`src/rtl/mul_stream_adapter.sv`:
```
// mul_stream_adapter: valid/ready front-end and result collector for a start/done bit-serial multiplier.
// Operand pairs queue in a small FIFO; each result is captured into a single output slot with its tag.
`default_nettype none

module mul_stream_adapter #(
  parameter int N     = 5,
  parameter int DEPTH = 2,
  parameter int TAG_W = 4
) (
  input  logic               clk,
  input  logic               rst_n,
  input  logic               in_valid,
  output logic               in_ready,
  input  logic [N-1:0]       in_a,
  input  logic [N-1:0]       in_x,
  input  logic [TAG_W-1:0]   in_tag,
  output logic               out_valid,
  input  logic               out_ready,
  output logic [2*N-1:0]     out_p,
  output logic [TAG_W-1:0]   out_tag,
  output logic               mul_start,
  output logic [N-1:0]       mul_a,
  output logic [N-1:0]       mul_x,
  input  logic [2*N-1:0]     mul_p,
  input  logic               mul_done,
  output logic               busy,
  output logic [15:0]        ops_done
);

  localparam int AW = $clog2(DEPTH);
  localparam int EW = 2*N + TAG_W;

  typedef enum logic [1:0] {IDLE = 2'd0, ISSUE = 2'd1, WAIT = 2'd2} state_t;

  state_t           state, state_nxt;
  logic [EW-1:0]    mem [DEPTH];
  logic [AW:0]      wr_ptr, rd_ptr;
  logic [EW-1:0]    head;
  logic [TAG_W-1:0] pend_tag;
  logic             empty, full, push, pop, capture, drain;

  // Extra wrap bit distinguishes full from empty when the index bits match.
  assign empty    = (wr_ptr == rd_ptr);
  assign full     = (wr_ptr[AW] != rd_ptr[AW]) && (wr_ptr[AW-1:0] == rd_ptr[AW-1:0]);
  assign in_ready = !full;
  assign push     = in_valid && !full;
  assign head     = mem[rd_ptr[AW-1:0]];
  assign mul_a    = head[EW-1 -: N];
  assign mul_x    = head[TAG_W +: N];
  assign drain    = out_valid && out_ready;
  assign busy     = !empty || (state != IDLE) || out_valid;

  always_ff @(posedge clk) begin
    if (push) mem[wr_ptr[AW-1:0]] <= {in_a, in_x, in_tag};
  end

  always_ff @(posedge clk or negedge rst_n) begin
    if (!rst_n) begin
      wr_ptr <= '0;
      rd_ptr <= '0;
    end else begin
      if (push) wr_ptr <= wr_ptr + 1'b1;
      if (pop)  rd_ptr <= rd_ptr + 1'b1;
    end
  end

  always_ff @(posedge clk or negedge rst_n) begin
    if (!rst_n) state <= IDLE;
    else        state <= state_nxt;
  end

  always_comb begin
    state_nxt = state;
    mul_start = 1'b0;
    pop       = 1'b0;
    capture   = 1'b0;
    case (state)
      IDLE: begin
        if (!empty) state_nxt = ISSUE;
      end
      ISSUE: begin
        mul_start = 1'b1;
        pop       = 1'b1;
        state_nxt = WAIT;
      end
      WAIT: begin
        // mul_done is a level, so holding here under backpressure loses nothing.
        if (mul_done && (!out_valid || out_ready)) begin
          capture   = 1'b1;
          state_nxt = empty ? IDLE : ISSUE;
        end
      end
      default: state_nxt = IDLE;
    endcase
  end

  always_ff @(posedge clk or negedge rst_n) begin
    if (!rst_n) begin
      pend_tag  <= '0;
      out_valid <= 1'b0;
      out_p     <= '0;
      out_tag   <= '0;
      ops_done  <= '0;
    end else begin
      if (pop) pend_tag <= head[TAG_W-1:0];
      if (capture) begin
        out_p     <= mul_p;
        out_tag   <= pend_tag;
        out_valid <= 1'b1;
      end else if (drain) begin
        out_valid <= 1'b0;
      end
      if (drain) ops_done <= ops_done + 16'd1;
    end
  end

endmodule

`default_nettype wire

```
`config.mk`:
```
export PLATFORM = sky130hd
export DESIGN_NAME = mul_stream_adapter
export DESIGN_NICKNAME = d
export VERILOG_FILES = /design/src/rtl/mul_stream_adapter.sv
export SDC_FILE = /design/constraint.sdc
export NUM_CORES = 1
export LEC_CHECK = 0
export ABC_AREA = 1
export BUFFER_PORTS_ARGS = -buffer_cell sky130_fd_sc_hd__buf_2
export CAP_MARGIN = 30
export CELL_PAD_IN_SITES_DETAIL_PLACEMENT = 1
export CELL_PAD_IN_SITES_GLOBAL_PLACEMENT = 1
export CORE_AREA = 5 5 96 98
export CTS_CLUSTER_DIAMETER = 120
export CTS_CLUSTER_SIZE = 14
export DETAILED_ROUTE_END_ITERATION = 16
export DIE_AREA = 0 0 101 103
export PLACE_DENSITY_LB_ADDON = 0.1
export SLEW_MARGIN = 5
export SYNTH_ARGS = -nofsm -noshare
export SYNTH_HDL_FRONTEND = slang
export SYNTH_SLANG_ARGS = --single-unit
```
`constraint.sdc`:
```
create_clock -name clk -period 1.7 [get_ports clk]
set_input_delay 0.085 -clock clk [delete_from_list [all_inputs] [get_ports clk]]
set_output_delay 0.085 -clock clk [all_outputs]
set_load 0.02 [all_outputs]
```
Word level (Yosys, flattened, before mapping)
Memory sizes are Yosys's and may differ from the RTL's.
Index checks and enable logic that the tools add are counted.

operators by class
  reduce and logical (&&, ||, !) cells = 14
  muxes and demuxes = 11
  equal/unequal tests = 7
  $add $sub $neg = 3

operator list
  cell                                           count
  adder 16 x 1 -> 16 bit, second input constant  1
  two-way mux 1 bit                              8
  case mux 2 bit (3 select lines)                1
  adder 2 x 1 -> 2 bit, second input constant    2
  logical AND 1 bit                              4
  two-way mux 2 bit                              2
  != test 2 bit, second input constant           2
  nonzero test 2 bit                             2
  logical NOT 1 bit                              3
  logical OR 1 bit                               3
  == test 2 x 1 -> 1 bit, second input constant  1
  == test 2 bit                                  1
  == test 2 bit, second input constant           1
  logical NOT 2 bit                              1
  AND reduction 2 bit                            1
  == test 1 bit                                  1
  != test 1 bit                                  1

storage, ports and cells
  bits of input ports = 29
  register bits = 41
  RAM bits = 28
  output and inout port bits = 44
  memories kept = 1

memories
  name  words  width  read ports  clocked after memory_dff  write ports  RTL line  text
  mem   2      14     1           0                         1            36        logic [EW-1:0] mem [DEPTH];

Logic depth before layout (Yosys ltp)
  depth after elaboration = 6
  gate-level depth with buffers = 9

Worst setup path before layout
No wires, ideal clock.

  path type = register to register
  start = register rd_ptr[0]
  end = memory mem[0][0] in the netlist's numbering, enable pin
  arrival = 1493 ps
  cell stages (with the launch flop) = 6
  path slack = -177 ps
  library setup time = 384 ps
  data required time = 1316 ps
  cell sequence = dfrtp_1 > buf_4 > xnor2_1 > nand2_2 > nand2_2 > nor2_1

on the way
  longest elaborated chain between the ends = 6

RTL lines
  element                                  RTL line  text
  from (decl)                              37        logic [AW:0] wr_ptr, rd_ptr;
  from (signal assigned)                   63        if (pop) rd_ptr <= rd_ptr + 1'b1;
  == test 1 bit                            44        assign full = (wr_ptr[AW] != rd_ptr[AW]) && (wr_ptr[AW-1:0] == rd_ptr[AW-1:0]);
  logical AND 1 bit                        44
  logical NOT 1 bit                        -
  named net in_ready                       13        output logic in_ready,
  logical AND 1 bit                        46        assign push = in_valid && !full;
  two-way mux 1 bit                        54        if (push) mem[wr_ptr[AW-1:0]] <= {in_a, in_x, in_tag};
  two-way mux 1 bit (implied by the code)  54
  to (decl)                                36

The timed path passes the listed nets, and every way through them passes these cells.

Worst setup path in the final report
  start = register wr_ptr[0]
  end = output port busy

on the way
  longest elaborated chain between the ends = 4

RTL lines
  element                         RTL line  text
  from (decl)                     37
  from (signal assigned)          62        if (push) wr_ptr <= wr_ptr + 1'b1;
  == test 2 bit                   43        assign empty = (wr_ptr == rd_ptr);
  logical NOT 1 bit               -
  logical OR 1 bit (2 in series)  51        assign busy = !empty || (state != IDLE) || out_valid;
  to (decl)                       26        output logic busy,

No other way between the ends.

==> flow_metrics.tcl <==
set metrics [dict create \
    fin_util 0.4598 \
    clockBufferDepth 2 \
    synth.top_cell.area_share 0.3498 \
    wl_per_cell_um 13.12 \
    port_buffers 72 \
    p_per_area_nw_per_um2 1638 \
    power_leakage_nw 1.919 \
    setup_violations 0 \
    vdd_drop_max_v 0.0007419 \
    syn_area_um2 2933 \
    top_layer "met4" \
    fmaxAchievable_ghz 0.6547 \
    fin_skew_ns 0.009324 \
    drc 0 \
    cp.arrival_ns 1.44 \
    drv_slew 0 \
    die_area_um2 10400 \
    ios 73 \
    wl_met2_um 2906 \
    ys_warn_count 0 \
    syn-mean-instance-area_um2 10.90 \
    ys_seq_area_frac 0.6365 \
    path_class "reg2out" \
    die_h_um 103 \
    cts_sinks 69 \
    drive_gt1_frac 0.3102 \
    cts_tree "yes" \
    slew_headroom 0.6467 \
    core_um2 8381 \
    final_common_cell "nand2_1" \
    endpoint_kind "output pin" \
    hold_class "in2reg" \
    clock_latency_ns 0.34 \
    synth.net_count 299 \
    grt_pass1_wl_um 10700 \
    drt-initial-drc-count 48 \
    cts.htree.levels 3 \
    met1_length_um 2898 \
    tightest_slew_ns 0.5299 \
    yosysUniqueCellTypes 28 \
    crit_fanout 4 \
    ant_nets 0 \
    netlist_instances 269 \
    overflow 0 \
    dr.pass1.iters 4 \
    rsz0062_at_grt "false" \
    track_usage 0.1323 \
    required_ns 1.62 \
    dp_hpwl_um 4389 \
    setup.worst_path.start_class "flop" \
    period_share 0.8985 \
    clkTransAtPathRegs_ns 0.07 \
    routed-wl-met3_um 431 \
    numCtsBuffers 9 \
    fin_setup_tns_ns 0 \
    outcome "finished clean" \
    antenna_found_initial 0 \
    hold_viol_final 0 \
    max_cap_viol_count 0 \
    grt_pass1_vias 2295 \
    wl_um 6322 \
    start_util 0.3500 \
    via_per_inst 4.349 \
    root_buffer "clkbuf_8" \
    fin_crit_ns 1.527 \
    yosysTopAreaCell "dfrtp_1" \
    die_x_um 101 \
    final_cell_mix "nand2_1, buf_2, dfrtp_1" \
    num_antenna_cells 0 \
    num_vias 2096 \
    routabilityCongestion 0.7151 \
    synth_area_leaders "dfrtp_1, edfxtp_1, nand2_1, inv_1, buf_4" \
    rows 34 \
    ys_seq_elements 69 \
    hold_slack_ns 0.04004 \
    nets 399 \
    area_growth_pct 31.40 \
    grt_max_degree 42 \
]
worst paths after layout:
check                      slack (ns)                     from                  endpoint  cells after the start
max in group asynchronous        0.99                    rst_n     rd_ptr[0]$_DFFE_PN0P_                      3
min in group asynchronous        0.34                    rst_n      out_p[6]$_DFFE_PN0P_                      3
max                              0.17    wr_ptr[0]$_DFFE_PN0N_                      busy                      5
min reg2reg                      0.48     state[0]$_DFFE_PN0P_      state[0]$_DFFE_PN0P_                      1
min                              0.04                 in_valid     wr_ptr[0]$_DFFE_PN0N_                      3
max reg2reg                      0.27  ops_done[0]$_DFFE_PN0P_  ops_done[12]$_DFFE_PN0P_                      7
cells by family after synthesis:
| family | after synthesis | synth area share |
|---|---|---|
| AOI/OAI and AO/OA | 23 | 0.04821 |
| xor gates and xnor gates | 16 | 0.04778 |
| adders and majority gates | 1 | 0.004266 |
| buffers and inverters | 48 | 0.08234 |
| DFF | 69 | 0.6365 |
| and+or+nand+nor | 112 | 0.1809 |
report_power, final:
group,internal [mW],total [mW],switching [mW],leakage (nW)
Clock,0.833,1.48,0.647,0.111
Combinational,0.795,2.29,1.49,1.03
Sequential,2.29,2.55,0.259,0.779
Total,3.92,6.31,2.40,1.92
sequential cells by signal, indices dropped and copies added (netlist names):
name / count
rd_ptr: 2
out_p: 10
mem: 28
pend_tag: 4
out_valid: 1
out_tag: 4
ops_done: 16
state: 2
wr_ptr: 2
cell type report:
| type | count | area (µm²) |
|---|---|---|
| Clock buffer | 9 | 123.9 |
| Clock inverter | 7 | 98.84 |
| Fill cell | 945 | 4527 |
| Inverter | 31 | 120.1 |
| Multi-Input combinational cell | 152 | 827.0 |
| Sequential cell | 69 | 1867 |
| Tap cell | 108 | 135.1 |
| Timing Repair Buffer | 105 | 674.4 |
| Timing Repair inverter | 1 | 7.507 |
what timing repair did:
item / in CTS / in global routing
endpoints found under the setup margin: 10 / 10
hold buffers: 25 / 0
buffers inserted: 1 / 0
hold endpoints to repair: 79 / 0
resized for setup: 1 / 2
cloned: 0 / 1
per-stage QoR:
step | total power [mW] | cells | setup slack, ns | area [µm²]
3_3_place_gp | 4.769 | 439 | 0.2934 | 3358
5_1_grt | 6.806 | 482 | 0.01869 | 3854
6_report | 6.313 | 482 | 0.1726 | 3854
2_1_floorplan | 4.231 | 269 | 0.009028 | 2935
3_5_place_dp | 4.829 | 439 | 0.2778 | 3358
4_1_cts | 6.407 | 481 | 0.01438 | 3842
critical path, stage by stage (launching register included):
cell and delay, ns:
dfrtp_1 0.43, xnor2_1 0.23, inv_1 0.07, nor2_1 0.14, nand2_1 0.07, buf_2 0.16
per-layer routing:
metal	GRT usage	up-vias
met5	0	-
met4	0.06442	0
met3	0.03721	10
met2	0.2127	56
met1	0.1649	980
li1	-	1050
synth_stat cells (all sizes together):
master,n
nand2,77
dfrtp,41
inv,31
edfxtp,28
o21ai,17
buf,15
nor2,15
xnor2,9
nand4,8
nand3,7
xor2,7
nor3,3
a21oi,2
clkbuf,2
o211ai,2
o22ai,2
ha,1
nand3b,1
or2,1
Power figures use the tool's default switching activity.
